--- config.mk ---
export PLATFORM = sky130hd
export DESIGN_NAME = lbdr_out_arbiter
export DESIGN_NICKNAME = d
export VERILOG_FILES = /design/src/rtl/lbdr_out_arbiter.sv
export SDC_FILE = /design/constraint.sdc
export NUM_CORES = 1
export LEC_CHECK = 0
export BUFFER_PORTS_ARGS = -buffer_cell sky130_fd_sc_hd__buf_2
export CAP_MARGIN = 30
export CORE_MARGIN = 3
export CORE_UTILIZATION = 40
export DETAILED_ROUTE_END_ITERATION = 10
export GPL_TIMING_DRIVEN = 0
export SKIP_LAST_GASP = 1
export SYNTH_ARGS = -nofsm -noshare
export SYNTH_HDL_FRONTEND = slang
export SYNTH_SLANG_ARGS = --single-unit
--- constraint.sdc ---
create_clock -name clk -period 3.1 [get_ports clk]
set_input_delay 0 -clock clk [delete_from_list [all_inputs] [get_ports clk]]
set_output_delay 0 -clock clk [all_outputs]
set_load 0.02 [all_outputs]
--- src/rtl/lbdr_out_arbiter.sv ---
// rtl/lbdr_out_arbiter.sv - per-output round-robin packet arbiter with downstream credit gating

`ifndef HEADER
`define HEADER 3'b001
`endif
`ifndef PAYLOAD
`define PAYLOAD 3'b010
`endif
`ifndef TAIL
`define TAIL 3'b100
`endif

module lbdr_out_arbiter #(
    parameter int CREDITS = 4,
    parameter int CW      = 3
) (
    input  logic          clk,
    input  logic          rst,
    input  logic [4:0]    req,
    input  logic [14:0]   flit_id_vec,
    input  logic          credit_in,
    output logic [4:0]    grant,
    output logic          fwd,
    output logic          busy,
    output logic [CW-1:0] credit_cnt,
    output logic          credit_err
);

    localparam logic [CW-1:0] CMAX = CW'(CREDITS);

    typedef enum logic {IDLE, ACTIVE} state_t;

    state_t     state;
    logic [2:0] owner;
    logic [2:0] rr_ptr;
    logic [2:0] pick;
    logic [2:0] idx;
    logic [3:0] sum;
    logic       found;
    logic [4:0] eligible;
    logic [2:0] fid [5];
    logic [2:0] owner_fid;
    logic       owner_req;

    always_comb begin
        eligible  = '0;
        owner_fid = '0;
        owner_req = 1'b0;
        for (int i = 0; i < 5; i++) begin
            fid[i]      = flit_id_vec[3*i +: 3];
            eligible[i] = req[i] && (fid[i] == `HEADER);
            if (owner == 3'(i)) begin
                owner_fid = fid[i];
                owner_req = req[i];
            end
        end
    end

    // Scan starting at rr_ptr with wrap mod 5; the first eligible HEADER wins.
    always_comb begin
        found = 1'b0;
        pick  = '0;
        sum   = '0;
        idx   = '0;
        for (int k = 0; k < 5; k++) begin
            sum = {1'b0, rr_ptr} + 4'(k);
            if (sum >= 4'd5) sum = sum - 4'd5;
            idx = sum[2:0];
            if (!found && eligible[idx]) begin
                found = 1'b1;
                pick  = idx;
            end
        end
    end

    assign fwd = busy && owner_req && (credit_cnt != '0);

    always_ff @(posedge clk) begin
        if (!rst) begin
            state      <= IDLE;
            grant      <= '0;
            busy       <= 1'b0;
            owner      <= '0;
            rr_ptr     <= '0;
            credit_cnt <= CMAX;
            credit_err <= 1'b0;
        end else begin
            if (fwd && !credit_in) begin
                credit_cnt <= credit_cnt - CW'(1);
            end else if (credit_in && !fwd) begin
                if (credit_cnt == CMAX) credit_err <= 1'b1;
                else                    credit_cnt <= credit_cnt + CW'(1);
            end

            case (state)
                IDLE: begin
                    if (found) begin
                        state <= ACTIVE;
                        owner <= pick;
                        grant <= 5'b00001 << pick;
                        busy  <= 1'b1;
                    end
                end
                ACTIVE: begin
                    // A HEADER on the owner here is just another flit; only TAIL releases.
                    if (fwd && owner_fid == `TAIL) begin
                        state  <= IDLE;
                        grant  <= '0;
                        busy   <= 1'b0;
                        rr_ptr <= (owner == 3'd4) ? 3'd0 : owner + 3'd1;
                    end
                end
                default: state <= IDLE;
            endcase
        end
    end

endmodule
==> out/qor_table.md <==
| Metric | This run |
| --- | --- |
| Average instance area after synthesis | 8.346 µm² |
| DRC marker count from the first detailed-route iteration | 85 |
| Worst reg2reg path endpoint | grant[4]$_SDFFE_PN0P_ |
| Synth area leader | dfxtp_1 |
| Antenna fix cells | 0 |
| CTS root buffer | clkbuf_8 |
| Effective utilization at floorplan | 42.10% |
| Result of the run | complete, no violations |
| Post-route insts no fill | 367 |
| Cells after Synth | 243 |
| HPWL after DPL | 4346 µm |
| Synthesis Warnings | 0 |
| Quantity of I/O buffers inserted on ports | 33 |
| Post-route fraction of the period consumed by the critical path | 97.87% |
| Final Hold Viols | 0 |
| Last element of the critical path | grant[4]$_SDFFE_PN0P_ |
| Endpoint kind of the worst setup timing path | flip-flop |
| Number of maximum-capacitance constraint violations | 0 |
| Maximum fanout along the worst path | 5 |
| Standby leakage power | 0.001065 µW |
| Flip-flop and latch count after synthesis | 17 |
| Post-route DRC violation count | 0 |
| Number of placement rows | 25 |
| Final routed wire length divided by cell count | 15.53 µm |
| Clock buffers created by TritonCTS | 3 |
| Maximum clock path buffer count | 2 |
| Area grow syn2layout | 36.03% |
| Wire length of the first global-routing pass | 9156 µm |
| Maximum number of pins on one net before global-route repair | 11 |
| Number of placed instances, taps included | 343 |
| Number of antenna violations at the first check in global routing | 0 |
| Cell with the most instances after synthesis | nand2_1 |
| NumNets Final | 340 |
| Highest achievable clock rate | 329.6 MHz |
| Logic depth of the worst register-to-register path | 15 |
| Area of the die | 5961 µm² |
| Count of nets left with antenna violations after detail routing | 0 |
| Ratio of total power to cell area | 205.1 nW/µm² |
| Crit path setup slack, layout | 65.96 ps |
| Clock latency on the worst-skew pair | 250 ps |
| Share of the yosys chip area belonging to registers | 16.78% |
| Post-route setup TNS | 0 ps |
| Dominant register cell in the synthesized netlist | dfxtp_1 |
| Core Region | 4817 µm² |
| Die Height | 77.21 µm |
| Synthesized net count | 282 |
| Final Max Slew Viols | 0 |
| H-tree depth reported by CTS | 1 |
| Measured slew at the worst slew-check pin | 745.5 ps |
| Total routing resource utilization after global routing | 18.47% |
| Die X-Extent | 77.21 µm |
| Peak supply drop | 0.2318 mV |
| Overall overflow remaining after global route | 0 |
| Req. time, crit path | 3240 ps |
| Arr. time, crit path | 3180 ps |
| TritonCTS clock tree | yes |
| Clock input transition at the sequential cells of the worst setup and hold paths | 70 ps |
| Total detailed-routing wirelength | 5698 µm |
| Clock sink count | 17 |
| Hold slack final | 53.85 ps |
| Setup clock skew after layout | 6.962 ps |
| Initial DRT Pass Iterations | 4 |
| Number of flops mapped to enable cells by yosys | 0 |
| Cells taking the most area after synthesis | dfxtp_1, ha_1, mux2i_1 |
| Number of global-route vias before repair | 2,025 |
| Detail-routed via count per cell | 5.572 |
| Top cells by instance count after synthesis | nand2_1, dfxtp_1, inv_1, nor2_1, ha_1 |
| Total I/O pin count | 34 |
| DR vias | 2,045 |
| Portion of synthesized cell area occupied by the leading cell type | 16.78% |
| Type of the tightest min-delay check | input pin to flip-flop |
| Post-place setup slack | -310.8 ps |
| Weighted congestion at the end of routability-driven global placement | 0.8138 |
| Crit path from | rr_ptr[0]$_SDFFE_PN0P_ |
| Total of fill cells in the finished design | 458 |
| Post-cts hold buffer count | 0 |
| Unrepaired setup endpoints after global routing | true |
| Fraction of layout instances using a drive strength above 1 | 40.33% |
| Class of the most critical setup path | flip-flop to flip-flop |
| Count of final setup violators | 0 |
| Worst reg2reg setup slack | 70 ps |
| Final period demand of the worst path | 3034 ps |
| Startpoint of the worst-slack reg-to-reg timing path | rr_ptr[0]$_SDFFE_PN0P_ |
| Startpoint type of the worst setup path | flip-flop |
| Post-Syn Area | 2028 µm² |
| Synth unique cells | 74 |
| Share of flip-flops with an asynchronous set or reset | 0% |
| Core Util, Final | 57.27% |
| Slew headroom | 49.62% |
[critical path: stages, from the launching register on]
cell	delay [ps]
dfxtp_4	370
inv_4	80
ha_4	120
inv_2	40
fa_2	400
a21oi_4	180
buf_4	150
xnor2_2	140
mux2i_1	140
o22a_1	220
and3_4	190
buf_4	140
a41oi_4	300
nand2b_4	90
o21ai_1	280
nor2_1	80
[where the power goes]
group / leakage, µW / internal [µW] / switching, µW
logic: 0.000899 / 74.8 / 86.8
registers: 0.000141 / 227 / 9.75
clock network: 0.0000255 / 89.2 / 78.7
total: 0.00107 / 391 / 175
[per-layer routing]
layer	track usage, %	routed length [µm]	vias up
met5	0	0	-
li1	-	-	1033
met2	30.74	2743	43
met1	25.14	2667	965
met3	3.638	256	4
met4	2.669	31	0
[state kept, by name (all words and copies together), names as in the netlist]
signal and count:
busy 1, grant 5, credit_err 1, state 1, owner 3, credit_cnt 3
rr_ptr 3
[cell families (layout without fill, tap and decap cells)]
kind of cell	count (synthesis)	in the layout	share of synthesized area, %
AND/OR/NAND/NOR	101	101	32.08
AO/OA/AOI/OAI	69	69	26.03
buffers and inverters	22	79	5.120
flip-flops	17	17	16.78
adder cells (fa/ha/maj)	16	16	10.61
multiplexers	12	12	6.786
XOR/XNOR	6	6	2.591
[placed cells by master (no fill, tap or decap), types with 3 or more instances in the layout]
cell and count:
a211oi_2 3, a21oi_1 10, a21oi_4 3, a31oi_1 4, buf_2 34, buf_4 21
buf_6 3, clkbuf_8 3, dfxtp_1 14, dfxtp_4 3, ha_1 9, ha_4 3
inv_1 13, mux2i_1 7, nand2_1 20, nand2b_1 5, nand3_1 6, nand3b_1 5
nand4bb_1 4, nor2_1 15, nor2b_1 7, nor2b_4 3, nor3_1 6, o21ai_0 6
o21ai_1 3, o31ai_1 4, or3_1 3, xnor2_1 3
[per-stage QoR]
stage	total power (µW)	instance area (µm²)
after floorplan	334.7	2028
after global placement	381.0	2277
after detailed placement	381.5	2277
after CTS	555.5	2467
after global routing	596.0	2759
final	565.8	2759
[worst min-delay path by stage]
stage,startpoint,endpoint,slack [ps],depth (start not counted)
floorplan,rst,owner[0]$_SDFFE_PN0P_,140,2
global placement,rst,owner[0]$_SDFFE_PN0P_,300,3
detailed placement,rst,state$_SDFF_PN0_,310,3
CTS,rst,owner[0]$_SDFFE_PN0P_,50,3
global route,rst,owner[0]$_SDFFE_PN0P_,60,3
finish,rst,owner[0]$_SDFFE_PN0P_,50,3
[layout make-up]
cell class	instances	area [µm²]	share of cell area (%)
multi-input combinational	204	1847	66.94
tap	67	83.83	3.039
clock buffer	3	41.29	1.497
clock inverter	1	5.005	0.1814
buffer	5	38.79	1.406
sequential	17	351.6	12.74
timing repair buffer	54	326.6	11.84
inverter	16	65.06	2.358
[what timing repair did]
item                                    CTS  global route
endpoints found under the hold margin     0             0
endpoints found under the setup margin    8            10
resized for setup                        16            42
pin swaps                                 2            22
buffers inserted                          9            12
No activity file was read; power rests on OpenSTA's default activity.
